--- config.mk ---
export PLATFORM = sky130hd
export DESIGN_NAME = exc_pc
export DESIGN_NICKNAME = d
export VERILOG_FILES = /design/src/rtl/beta_pkg.sv /design/src/rtl/irq_prio.sv /design/src/rtl/exc_pc.sv
export SDC_FILE = /design/constraint.sdc
export NUM_CORES = 1
export LEC_CHECK = 0
export CORE_MARGIN = 2
export CORE_UTILIZATION = 30
export CTS_BUF_LIST = sky130_fd_sc_hd__clkbuf_4
export DETAILED_ROUTE_END_ITERATION = 8
export PLACE_DENSITY = 0.67
export SLEW_MARGIN = 20
export SYNTH_ARGS = -nofsm -noshare
export SYNTH_HDL_FRONTEND = slang
export SYNTH_HIERARCHICAL = 1
export SYNTH_SLANG_ARGS = --single-unit
--- constraint.sdc ---
create_clock -name clk -period 2.1 [get_ports clk]
set_input_delay 0.21 -clock clk [delete_from_list [all_inputs] [get_ports clk]]
set_output_delay 0.21 -clock clk [all_outputs]
set_load 0.01 [all_outputs]
--- src/rtl/beta_pkg.sv ---
// Shared definitions for the exception/interrupt PC unit: trap state encoding
// and cause-code constants.
package beta_pkg;

  typedef enum logic {
    NORMAL  = 1'b0,
    HANDLER = 1'b1
  } state_t;

  localparam int CAUSE_W = 4;

  // Cause 0 is a synchronous exception; irq channel k reports cause k+1.
  localparam logic [CAUSE_W-1:0] CAUSE_EXC = '0;

endpackage

--- src/rtl/irq_prio.sv ---
// Lowest-index priority encoder over the unmasked pending interrupt requests.
module irq_prio
  import beta_pkg::*;
#(
  parameter int N = 4
) (
  input  logic [N-1:0]         req,
  output logic                 valid,
  output logic [CAUSE_W-1:0]   idx
);

  always_comb begin
    // NOTE: every combinational output gets a default before any branch,
    // otherwise paths that skip an assignment infer a latch.
    valid = 1'b0;
    idx   = '0;
    // Scan from the top down so the lowest asserted index is written last.
    for (int i = N - 1; i >= 0; i--) begin
      if (req[i]) begin
        valid = 1'b1;
        idx   = CAUSE_W'(i);
      end
    end
  end

endmodule

--- src/rtl/exc_pc.sv ---
// Program counter with synchronous exception and vectored, non-nesting
// interrupt handling; every output comes straight from a register.
module exc_pc
  import beta_pkg::*;
#(
  parameter int               WIDTH     = 32,
  parameter int               NIRQ      = 4,
  parameter logic [WIDTH-1:0] RESET_VEC = 'h0000_0000,
  parameter logic [WIDTH-1:0] VEC_BASE  = 'h0000_0080
) (
  input  logic               clk,
  input  logic               reset,
  input  logic [NIRQ-1:0]    irq,
  input  logic               exception,
  input  logic [WIDTH-1:0]   pcin,
  input  logic               stall,
  input  logic               eret,
  input  logic               mask_we,
  input  logic [NIRQ-1:0]    mask_wdata,
  output logic [WIDTH-1:0]   ia,
  output logic [WIDTH-1:0]   epc,
  output logic [CAUSE_W-1:0] cause,
  output logic               in_handler,
  output logic [NIRQ-1:0]    irq_mask,
  output logic [NIRQ-1:0]    pending,
  output logic               double_fault
);

  state_t               state, state_n;
  logic [WIDTH-1:0]     ia_n, epc_n;
  logic [CAUSE_W-1:0]   cause_n;
  logic                 double_fault_n;
  logic [NIRQ-1:0]      irq_q, pending_n, irq_mask_n, edges, clr;
  logic                 irq_valid;
  logic [CAUSE_W-1:0]   irq_idx;

  function automatic logic [WIDTH-1:0] vec_addr(input logic [CAUSE_W-1:0] c);
    return VEC_BASE + (WIDTH'(c) << 3);
  endfunction

  irq_prio #(.N(NIRQ)) u_prio (
    .req   (pending & ~irq_mask),
    .valid (irq_valid),
    .idx   (irq_idx)
  );

  assign edges      = irq & ~irq_q;
  assign in_handler = (state == HANDLER);

  always_comb begin
    state_n        = state;
    ia_n           = ia;
    epc_n          = epc;
    cause_n        = cause;
    double_fault_n = double_fault;
    clr            = '0;
    if (!stall) begin
      unique case (state)
        NORMAL: begin
          if (exception) begin
            epc_n   = ia;
            cause_n = CAUSE_EXC;
            ia_n    = vec_addr(CAUSE_EXC);
            state_n = HANDLER;
          end else if (irq_valid) begin
            epc_n   = pcin;
            cause_n = irq_idx + 4'd1;
            ia_n    = vec_addr(irq_idx + 4'd1);
            clr     = NIRQ'(1) << irq_idx;
            state_n = HANDLER;
          end else begin
            ia_n = pcin;
          end
        end
        HANDLER: begin
          // A fault inside the handler re-enters the exception vector but
          // keeps the original return address.
          if (exception) begin
            ia_n           = vec_addr(CAUSE_EXC);
            cause_n        = CAUSE_EXC;
            double_fault_n = 1'b1;
          end else if (eret) begin
            ia_n    = epc;
            state_n = NORMAL;
          end else begin
            ia_n = pcin;
          end
        end
        default: state_n = NORMAL;
      endcase
    end
    // A fresh edge on the channel being dispatched survives the clear.
    pending_n  = (pending & ~clr) | edges;
    irq_mask_n = mask_we ? mask_wdata : irq_mask;
  end

  // NOTE: sequential state uses non-blocking assignments so every register
  // samples the pre-edge values, independent of statement order.
  always_ff @(posedge clk or posedge reset) begin
    if (reset) begin
      state        <= NORMAL;
      ia           <= RESET_VEC;
      epc          <= '0;
      cause        <= CAUSE_EXC;
      double_fault <= 1'b0;
      irq_mask     <= '1;
      pending      <= '0;
      irq_q        <= '0;
    end else begin
      state        <= state_n;
      ia           <= ia_n;
      epc          <= epc_n;
      cause        <= cause_n;
      double_fault <= double_fault_n;
      irq_mask     <= irq_mask_n;
      pending      <= pending_n;
      irq_q        <= irq;
    end
  end

endmodule

After elaboration in Yosys (flattened, before gate mapping):

Index checks and enable logic that the tools add are counted.

* input port bits: 46
* output and inout port bits: 78
* register bits after elaboration: 82
* logic and storage cells: 54

* reduce and logical (&&, ||, !) cells: 4
* bitwise gates (word level): 9
* shift-type cells: 1
* mux-type cells: 28
* add/subtract/negate cells: 2
* eq/ne operators: 2

Operator list (number)
* 2-to-1 mux 32 bit: 6
* case mux 32 bit (2 select lines): 1
* 2-to-1 mux 4 bit: 7
* bitwise AND 4 bit: 3
* inverter 4 bit: 3
* adder 8 x 7 -> 9 bit, first input constant: 1
* AND reduction 3 bit: 3
* 2-to-1 mux 1 bit: 8
* 2-to-1 mux 2 bit: 4
* case mux 4 bit (2 select lines): 1
* adder 4 x 1 -> 4 bit, second input constant: 1
* OR 4 bit: 1
* << shifter 1 x 4 -> 4 bit, first input constant: 1
* != test 3 bit, second input constant: 1
* != test 2 bit, second input constant: 1
* inverter 1 bit: 2
* case mux 1 bit (2 select lines): 1
* nonzero test 2 bit: 1

Longest topological paths before layout:

Gate-level depths: netlist of run 1.

* depth after elaboration: 14
* gate-level depth with buffers: 9
* gate-level depth less buffers: 7

Cells and area by module:

Netlist of run 1, hierarchy kept.

Modules (own cells, without submodules)
* exc_pc: cells each 352, area an instance 4075.2 µm², instances 1, seq. area each 2057.0 µm²
* irq_prio: cells each 10, area an instance 53.8 µm², instances 1, seq. area each 0.0 µm²

Worst setup path after synthesis of run 1:

Ideal clock, no wire load.

* kind: reg-to-reg
* start point: register irq_mask[0]
* end point: register ia[5]
* path buffers: 0
* setup slack: 0.112 ns
* period minus slack after synthesis: 1.988 ns
* setup time: 0.080 ns
* required time: 2.020 ns
* cell stages (with the launch flop): 7
* arrival: 1.909 ns
* path through: dfstp_2 -> nor2b_1 -> nor3_1 -> ha_1 -> xnor2_1 -> a2111oi_0 -> a2bb2oi_1

* word-level cells in the longest chain between the ends: 8
* elaborated cells between the ends (all ways): 9
* classes of those cells: 2 x add/sub; 5 x mux; 2 x bitwise

RTL lines
* from (decl): line exc_pc.sv:24 `output logic [NIRQ-1:0] irq_mask,`
* from (signal assigned): line exc_pc.sv:115 `irq_mask <= irq_mask_n;`
* inverter 4 bit: line exc_pc.sv:42 `.req (pending & ~irq_mask),`
* bitwise AND 4 bit: line exc_pc.sv:42
* 2-to-1 mux 2 bit: line irq_prio.sv:19 `if (req[i]) begin`
* net irq_idx[1]: line exc_pc.sv:35 `logic [CAUSE_W-1:0] irq_idx;`
* adder 4 x 1 -> 4 bit: line exc_pc.sv:68 `ia_n = vec_addr(irq_idx + 4'd1);`
* adder 8 x 7 -> 9 bit: line exc_pc.sv:38 `return VEC_BASE + (WIDTH'(c) << 3);`
* 2-to-1 mux 32 bit: line exc_pc.sv:65 `end else if (irq_valid) begin`
* 2-to-1 mux 32 bit: line exc_pc.sv:60 `if (exception) begin`
* case mux 32 bit (2 select lines): line exc_pc.sv:58 `unique case (state)`
* to (signal assigned): line exc_pc.sv:111 `ia <= ia_n;`
* to (decl): line exc_pc.sv:20 `output logic [WIDTH-1:0] ia,`

The timed path passes the listed nets, and every way through them passes these cells.
A chain may end at the register's enable or synchronous reset.

Final worst setup path of run 1:

* start point: register state, in the netlist in_handler
* end point: output in_handler

RTL lines
* from (decl): line exc_pc.sv:29 `state_t state, state_n;`
* from (signal assigned): line exc_pc.sv:110 `state <= state_n;`
* to (decl): line exc_pc.sv:23 `output logic in_handler,`

No word-level cell between the ends.

==> flow_summary.yaml, run 1 <==
outcome:
  outcome: "finished clean"
yosys:
  synthArstFlopShare: 1.00
  ys_ff_latch: 82
  synth_cells: 362
  ys.flop_type: "dfrtp_1"
  synth_edf_count: 0
  syn_area_per_cell_um2: 11.4
  yosysTopAreaCellShare: 0.473
  yosys.area.top_type: "dfrtp_1"
  yosysSeqAreaShare: 0.498
  ys_top_cells_by_area: "dfrtp_1, mux2_2, a21oi_1"
  yosysUniqueCellTypes: 43
  yosys_warnings: 6
  netlist_area_um2: 4130
detailed_routing:
  wl_met2_um: 5300
  dr.pass1.iters: 4
  drcViolationCount: 0
  routedWlPerCell_um: 16.8
  vias: 3323
  m1WireLength_um: 5140
  wl_met3_um: 671
  dr.first_iter.drc_count: 158
  post_drt_via_cell_ratio: 4.94
  finalWirelength_um: 11300
  highest_layer: "met4"
  ant_nets: 0
floorplanning:
  die_h_um: 121
  core_um2: 13300
  initial_core_util: 0.309
  die_w_um: 121
  dieArea_um2: 14700
  rows: 42
  ios: 124
clock_tree:
  cts_sinks: 82
  cts_tree: "built"
  htree_num_levels: 3
  cts_inserted_buffers: 9
  cts.root.buffer_cell: "clkbuf_4"
  cts_hold_buf: 0
  clk_pin_slew_worst_paths_ns: 0.13
  clk_latency_ns: 0.45
  clk_path_buf_depth: 2
grt:
  grt_pass1_vias: 3383
  grt_usage: 0.158
  overflow: 0
  grt_max_degree: 83
  antenna_found_initial: 0
  grt_pass1_wl_um: 18000
timing:
  timing.fmax_mhz: 510
  slew_viol_final: 0
  fin_crit_sh: 0.933
  setup_viol: 0
  finalHoldViolCount: 0
  rsz0062_at_grt: "false"
  layout_min_cycle_time_ns: 1.96
  finClkSkew_ns: 0.0106
  fin_setup_tns_ns: 0
power_and_ir_drop:
  power_density_nw_per_um2: 835
  vdd_ir_drop_max_mv: 0.427
  leakagePower_nw: 2.34
worst_setup_path:
  critPathLaunchType: "flop"
  cp_cell_sequence: "buf_4, clkdlybuf4s50_1"
  crit_slowest_cell: "dfrtp_2"
  critical_path_class: "flop to output pin"
  cp_data_arrival_time_ns: 1.75
  end_kind: "output pin"
  path_max_fanout: 9
  crit_required_ns: 1.89
  max_stage_delay_ns: 0.54
cells_and_area:
  fin_util: 0.428
  final_cell_mix: "clkdlybuf4s50_1, dfrtp_1, mux2_2"
  diodes: 0
  layout-drive-gt1-share: 0.240
  layout.cells.most_common: "clkdlybuf4s50_1"
  multi_input_area_um2: 1850
  regArea_um2: 2060
  fill_cells: 1302
  area_delta_synth_final_pct: 38.3
  finalNetCount: 539
place:
  gp_congestion: 0.734
  port_buffers: 123
  dp_hpwl_um: 7620
worst_hold_path:
  hold_path_class: "input port to async pin"
run:
  maxCapViolations: 0
-- final timing paths --
path	from	to	slack (ns)	cells after the start
setup / recovery	in_handler$_DFFE_PP0N_	in_handler	0.14	2
hold / removal	reset	double_fault$_DFFE_PP0P_	0.20	3
setup reg to reg	pending[1]$_DFF_PP0_	epc[11]$_DFFE_PP0P_	0.16	7
hold reg to reg	double_fault$_DFFE_PP0P_	double_fault$_DFFE_PP0P_	0.50	1
max in group asynchronous	reset	irq_mask[3]$_DFFE_PP1P_	1.51	3
min in group clk	exception	double_fault$_DFFE_PP0P_	0.20	3
-- cell usage after synthesis (2+ instances only) --
cell      number
dfrtp_1       78
mux2_2        68
a21oi_1       52
nor2b_1       32
nand3_1       28
buf_4         11
inv_1         11
a22o_1        10
buf_2          8
nor2_1         7
buf_6          6
nand2_1        6
dfstp_2        4
clkbuf_1       3
mux2i_1        3
nand2b_1       3
a32o_1         2
nand4_1        2
o21ai_0        2
o31ai_1        2
xnor2_1        2
-- timing repair --
action / in CTS / in global routing
cloned: 0 / 0
pin swaps: 0 / 0
hold endpoints to repair: 0 / 0
endpoints found under the setup margin: 1 / 12
gates resized for setup: 1 / 2
setup buffers: 0 / 5
-- routing by layer --
metal | GRT usage | vias to the layer above
met5 | 0 | -
met4 | 0.0560 | 0
met3 | 0.0371 | 12
met2 | 0.248 | 104
met1 | 0.214 | 1657
li1 | - | 1550
-- logic make-up (layout without fill, tap and decap cells) --
group / after synthesis / count (layout) / synth area share
compound gates: 79 / 79 / 0.117
buf+inv: 39 / 172 / 0.0588
other cells: 1 / 2 / 0.000908
xor+xnor: 3 / 3 / 0.00636
fa+ha+maj: 1 / 1 / 0.00303
simple gates: 85 / 85 / 0.120
flops: 82 / 82 / 0.498
mux: 72 / 72 / 0.196
-- metrics by stage --
step | hold slack [ns] | setup slack [ns] | instances | total power, mW | instance area, µm²
2_1_floorplan | 0.241 | 0.112 | 363 | 3.00 | 4140
3_3_place_gp | 0.457 | 0.183 | 652 | 3.98 | 5570
3_5_place_dp | 0.473 | 0.151 | 652 | 4.02 | 5570
4_1_cts | 0.168 | 0.0999 | 667 | 4.82 | 5670
5_1_grt | 0.186 | 0.00993 | 672 | 5.05 | 5710
6_report | 0.197 | 0.141 | 672 | 4.77 | 5710
-- flip-flops by register name, indices dropped and copies added, names as in the netlist --
name and count:
cause 4, double_fault 1, epc 32, ia 32, in_handler 1, irq_mask 4
irq_q 4, pending 4
-- area by class of cell --
cell class / instances / area share
Tap cell: 176 / 0.0386
Multi-Input combinational cell: 242 / 0.323
Timing Repair Buffer: 146 / 0.253
Clock inverter: 5 / 0.00394
Clock buffer: 10 / 0.0131
Sequential cell: 82 / 0.360
Inverter: 11 / 0.00789
-- worst max-delay path, delay by kind of cell, from the launching register on --
kind     cells  cell delay, ns
buf+inv      2            0.75
flops        1            0.54
-- power by group --
part | switching, mW | internal, mW | leakage, nW
Clock | 0.539 | 0.237 | 0.0609
Sequential | 0.309 | 1.93 | 0.975
Combinational | 0.678 | 1.07 | 1.31
Note: power is estimated with default switching activity, not from simulation.
==> run 2: changes to the inputs <==
--- a/config.mk
+++ b/config.mk
@@ -9,9 +9,8 @@
 export CORE_UTILIZATION = 30
 export CTS_BUF_LIST = sky130_fd_sc_hd__clkbuf_4
 export DETAILED_ROUTE_END_ITERATION = 8
-export PLACE_DENSITY = 0.67
+export PLACE_DENSITY = 0.68
 export SLEW_MARGIN = 20
 export SYNTH_ARGS = -nofsm -noshare
 export SYNTH_HDL_FRONTEND = slang
-export SYNTH_HIERARCHICAL = 1
 export SYNTH_SLANG_ARGS = --single-unit
==> run 2 against run 1 <==
  * Sequential share of layout area grew 2.0 points
  * Critical path depth increased by 2
  * Largest cell class unchanged
  * Non-clock buffer count decreased by 9
  * Global-route usage rose by 2.0 points
  * Sequential cell count shrank 1
  * Clock power is 29% higher
==> flow_summary.yaml, run 2 <==
run:
  maxCapViolations: 0
yosys:
  yosysUniqueCellTypes: 40
  synthSimpleGateAreaFrac: 0.0633
  netlist_top_cells_count: "dfrtp_1, inv_1, o22ai_1"
  synth_edf_count: 0
  yosysMostFrequentCell: "dfrtp_1"
  synth_compound_area_frac: 0.287
  yosysSeqAreaShare: 0.538
  ys_ff_latch: 81
  synth_adder_area_share: 0.00994
  yosysTopAreaCellShare: 0.510
  ys_top_cells_by_area: "dfrtp_1, a22oi_1, o22ai_1"
  ys.flop_type: "dfrtp_1"
  muxShareOfSynthArea: 0.0199
  netlist_area_um2: 3780
  syn_area_per_cell_um2: 10.4
  synth_cells: 363
  synth.net_count: 412
  synthArstFlopShare: 1.00
  synth_xor_area_frac: 0
  yosys_warnings: 0
  synth_top_family_by_area: "compound AO/OA/AOI/OAI gates"
  yosys.area.top_type: "dfrtp_1"
timing:
  finClkSkew_ns: 0.0283
  setup_viol: 0
  tightest_slew_ns: 0.775
  fin_crit_sh: 0.918
  fin_setup_tns_ns: 0
  finalHoldViolCount: 0
  relSlewSlack: 0.483
  rsz0062_at_grt: "false"
  layout_min_cycle_time_ns: 1.93
  slew_viol_final: 0
  timing.fmax_mhz: 518
power_and_ir_drop:
  power_density_nw_per_um2: 952
  p_int_mw: 3.36
  swShare: 0.339
  clockPowerShare: 0.197
  p_comb_frac: 0.349
  p_sw_mw: 1.72
  seq_power_share: 0.454
  leakagePower_nw: 2.27
  power_mw: 5.09
  vdd_ir_drop_max_mv: 0.295
floorplanning:
  die_h_um: 116
  rows: 40
  die_w_um: 116
  dieArea_um2: 13500
  initial_core_util: 0.311
  core_um2: 12200
  ios: 124
cells_and_area:
  finalNetCount: 532
  layout-drive-gt1-share: 0.105
  area_delta_synth_final_pct: 41.4
  layout.cells.most_common: "clkdlybuf4s50_1"
  diodes: 0
  fill_cells: 1154
  largestRegisters: "epc (32), ia (32)"
  final_cell_mix: "clkdlybuf4s50_1, dfrtp_1, inv_1"
worst_setup_path:
  end_kind: "flop"
  critPathLaunchType: "flop"
  path_max_fanout: 19
  critical_path_class: "flop to flop"
  cp_cell_sequence: "nand2b_1, a41o_1, o22ai_1, a21oi_1"
  crit_slowest_cell: "a41o_1"
  cp_num_buf_inv: 0
  crit_required_ns: 2.45
  max_stage_delay_ns: 0.70
  cp_data_arrival_time_ns: 2.28
  cp_top_family: "compound AO/OA/AOI/OAI gates"
grt:
  grt_usage: 0.178
  overflow: 0
  grt_pass1_vias: 3588
  antenna_found_initial: 0
  grt_pass1_wl_um: 18600
  grt_max_degree: 49
clock_tree:
  cts_sinks: 81
  cts.root.buffer_cell: "clkbuf_4"
  ctsResizeCount: 0
  clk_path_buf_depth: 2
  cts_hold_buf: 0
  clk_pin_slew_worst_paths_ns: 0.16
  cts_tree: "built"
  clk_latency_ns: 0.44
  cts_setup_buffers: 0
  htree_num_levels: 3
  cts_inserted_buffers: 9
place:
  gp_congestion: 0.778
  port_buffers: 122
  dp_hpwl_um: 8060
outcome:
  outcome: "finished clean"
detailed_routing:
  finalWirelength_um: 11800
  vias: 3456
  routedWlPerCell_um: 18.0
  drcViolationCount: 0
  post_drt_via_cell_ratio: 5.27
  ant_nets: 0
  dr.first_iter.drc_count: 254
  dr.pass1.iters: 5
worst_hold_path:
  hold_path_class: "input port to async pin"
## run 2: per-stage QoR
stage / instances / util / setup slack (ns) / hold WS, ns / instance area (µm²)
6_report: 656 / 0.439 / 0.171 / 0.211 / 5340
5_1_grt: 656 / 0.439 / 0.0624 / 0.191 / 5340
4_1_cts: 656 / 0.439 / 0.182 / 0.213 / 5340
3_5_place_dp: 640 / 0.427 / 0.191 / 0.419 / 5190
3_3_place_gp: 640 / 0.427 / 0.259 / 0.404 / 5190
2_1_floorplan: 363 / - / 0.417 / 0.241 / 3780
## run 2: layer usage
layer | part of all wire | routed length [µm] | vias to the layer above | GRT usage
met5 | 0 | 0 | - | 0
met4 | 0.025 | 297 | 0 | 0.0706
met3 | 0.064 | 759 | 21 | 0.0467
met2 | 0.47 | 5510 | 146 | 0.283
met1 | 0.44 | 5240 | 1721 | 0.234
li1 | - | - | 1568 | -
## run 2: final timing paths
kind	endpoint	slack, ns	depth (start not counted)	start
max	epc[29]$_DFFE_PP0P_	0.17	4	irq_mask[0]$_DFFE_PP1P_
min	epc[15]$_DFFE_PP0P_	0.21	3	reset
max reg2reg	epc[29]$_DFFE_PP0P_	0.17	4	irq_mask[0]$_DFFE_PP1P_
min reg2reg	pending[0]$_DFF_PP0_	0.44	1	irq_q[0]$_DFF_PP0_
max in group asynchronous	ia[29]$_DFFE_PP0N_	1.33	3	reset
min in group clk	irq_q[2]$_DFF_PP0_	0.24	1	irq[2]
## run 2: worst register-to-register path, delay by kind of cell, from the launching register on
kind / cells / cell delay (ns)
compound gates: 3 / 1.08
flops: 1 / 0.58
simple gates: 1 / 0.21
## run 2: final cells by class
cell class                      instances  area [µm²]  share of cell area
Tap cell                              168         210              0.0394
Multi-Input combinational cell        216        1450               0.271
Clock inverter                          7        81.3              0.0152
Sequential cell                        81        2030               0.381
Clock buffer                            9        67.6              0.0127
Timing Repair Buffer                  137        1350               0.254
Inverter                               38         146              0.0274
## run 2: power groups by stage
stage	logic, mW	registers (mW)	clock network, mW
final	1.78	2.31	1.00
after CTS	1.79	2.31	1.01
after global placement	1.75	2.31	0
after detailed placement	1.79	2.34	0
after global routing	1.91	2.36	1.10
after floorplan	0.609	2.43	0
## run 2: cells by family (layout without fill, tap and decap cells)
logic type	after synthesis	count (layout)
muxes	7	7
other	1	1
AOI/OAI and AO/OA	156	156
DFF	81	81
buffers and inverters	66	191
and+or+nand+nor	49	49
adders and majority gates	3	3
==> run 3: changes to the inputs <==
--- a/config.mk
+++ b/config.mk
@@ -9,7 +9,8 @@
 export CORE_UTILIZATION = 30
 export CTS_BUF_LIST = sky130_fd_sc_hd__clkbuf_4
 export DETAILED_ROUTE_END_ITERATION = 8
-export PLACE_DENSITY = 0.68
+export PLACE_DENSITY = 0.66
+export REMOVE_ABC_BUFFERS = 1
 export SLEW_MARGIN = 20
 export SYNTH_ARGS = -nofsm -noshare
 export SYNTH_HDL_FRONTEND = slang
==> constraint.sdc (replaced) <==
create_clock -name clk -period 1.83 [get_ports clk]
set_input_delay 0.183 -clock clk [delete_from_list [all_inputs] [get_ports clk]]
set_output_delay 0.183 -clock clk [all_outputs]
set_load 0.01 [all_outputs]
==> run 3 against run 2 <==
  * Utilization grew 0.41 points
  * Global-route usage barely moved
  * Critical path depth up 2
  * Register-to-register slack got worse by 0.096 ns
  * Sequential share of layout area is 0.35 points lower
  * Clock power down 15%
  * Worst setup slack worse by 0.096 ns
  * Largest power group unchanged
  * Wire length is 0.39% higher
==> flow_summary.yaml, run 3 (synthesis results as in run 2) <==
outcome:
  outcome: "finished clean"
cells_and_area:
  final_cell_mix: "clkdlybuf4s50_1, dfrtp_1, inv_1"
  finalNetCount: 540
  diodes: 0
  largestRegisters: "epc (32), ia (32)"
  layout-drive-gt1-share: 0.113
  area_delta_synth_final_pct: 42.7
  fill_cells: 1166
  postLayoutCellArea_um2: 5390
  layout.cells.most_common: "clkdlybuf4s50_1"
  fin_util: 0.443
  final_cell_count_no_fill: 664
timing:
  fin_crit_sh: 0.959
  finalHoldViolCount: 0
  slew_viol_final: 0
  rsz0062_at_grt: "false"
  layout_min_cycle_time_ns: 1.75
  fin_setup_tns_ns: 0
  finClkSkew_ns: 0.0143
  timing.fmax_mhz: 570
  setup_viol: 0
grt:
  grt_pass1_vias: 3509
  grt_usage: 0.179
  grt_pass1_wl_um: 18600
  antenna_found_initial: 0
  grt_max_degree: 50
  overflow: 0
detailed_routing:
  drcViolationCount: 0
  routedWlPerCell_um: 17.9
  post_drt_via_cell_ratio: 5.20
  vias: 3452
  dr.pass1.iters: 5
  dr.first_iter.drc_count: 283
  ant_nets: 0
  finalWirelength_um: 11900
clock_tree:
  cts_inserted_buffers: 9
  cts_setup_buffers: 0
  clk_path_buf_depth: 2
  cts_hold_buf: 0
  clk_pin_slew_worst_paths_ns: 0.13
  cts_sinks: 81
  cts.root.buffer_cell: "clkbuf_4"
  clk_latency_ns: 0.44
  cts_tree: "built"
  htree_num_levels: 3
worst_setup_path:
  cp_data_arrival_time_ns: 2.07
  rr_endpoint: "ia[4]$_DFFE_PP0N_"
  critPathLaunchType: "flop"
  path_max_fanout: 6
  reg2reg_slack_ns: 0.08
  r2r-start: "irq_mask[3]$_DFFE_PP1P_"
  end_kind: "flop"
  crit_required_ns: 2.15
  reg2regPathDepth: 6
  critical_path_class: "flop to flop"
floorplanning:
  die_h_um: 116
  initial_core_util: 0.311
  rows: 40
  die_w_um: 116
  core_um2: 12200
  dieArea_um2: 13500
  ios: 124
power_and_ir_drop:
  leakagePower_nw: 2.32
  vdd_ir_drop_max_mv: 0.401
  power_density_nw_per_um2: 1030
  power_mw: 5.57
place:
  port_buffers: 122
  postPlaceCellArea_um2: 5280
  gp_congestion: 0.784
  dp_cells: 648
  dp_hpwl_um: 8160
worst_hold_path:
  hold_path_class: "input port to async pin"
run:
  maxCapViolations: 0
run 3: how the worst max path moves through the flow:
| stage | startpoint | to | slack, ns | cells after the start |
|---|---|---|---|---|
| final | irq_mask[3]$_DFFE_PP1P_ | ia[4]$_DFFE_PP0N_ | 0.08 | 6 |
| after global routing | irq_mask[1]$_DFFE_PP1P_ | ia[14]$_DFFE_PP0N_ | 0.03 | 5 |
| after CTS | irq_mask[0]$_DFFE_PP1P_ | irq_mask[0] | 0.005 | 2 |
| after detailed placement | exception | ia[6]$_DFFE_PP0N_ | -0.03 | 6 |
| after global placement | exception | ia[6]$_DFFE_PP0N_ | 0.02 | 6 |
| after floorplan | in_handler$_DFFE_PP0N_ | epc[15]$_DFFE_PP0P_ | -0.72 | 4 |
run 3: area by class of cell:
cell class,instances,area (µm²),area share
Inverter,38,144,0.0267
Multi-Input combinational cell,216,1470,0.272
Tap cell,168,210,0.0390
Timing Repair Buffer,145,1440,0.267
Sequential cell,81,2030,0.377
Clock buffer,9,67.6,0.0125
Clock inverter,7,27.5,0.00511
run 3: per-layer routing:
| metal | share of wire | global-route usage | vias up | wire length [µm] |
|---|---|---|---|---|
| li1 | - | - | 1581 | - |
| met4 | 0.013 | 0.0675 | 0 | 154 |
| met1 | 0.44 | 0.238 | 1715 | 5250 |
| met5 | 0 | 0 | - | 0 |
| met3 | 0.053 | 0.0285 | 12 | 628 |
| met2 | 0.49 | 0.295 | 144 | 5820 |
run 3: repair_timing:
action / CTS / global route
endpoints found under the setup margin: 0 / 6
resized for setup: 0 / 4
endpoints found under the hold margin: 0 / 0
run 3: critical path, stage by stage (launching register included):
cell and delay, ns:
dfstp_2 0.56, nand2b_4 0.15, nand2_1 0.06, and3_1 0.21, ha_1 0.29, nor3_2 0.05, a311o_1 0.33
run 3: metrics by stage:
stage / hold WS, ns / setup WS [ns]
6_report: 0.0884 / 0.0755
5_1_grt: 0.0958 / 0.0320
4_1_cts: 0.0758 / 0.00505
3_5_place_dp: 0.410 / -0.0341
3_3_place_gp: 0.402 / 0.0242
2_1_floorplan: 0.214 / -0.719
run 3: power by group:
part	internal (mW)	total, mW	switching, mW
Sequential	2.22	2.65	0.434
Clock	0.251	0.855	0.604
Combinational	1.23	2.06	0.837
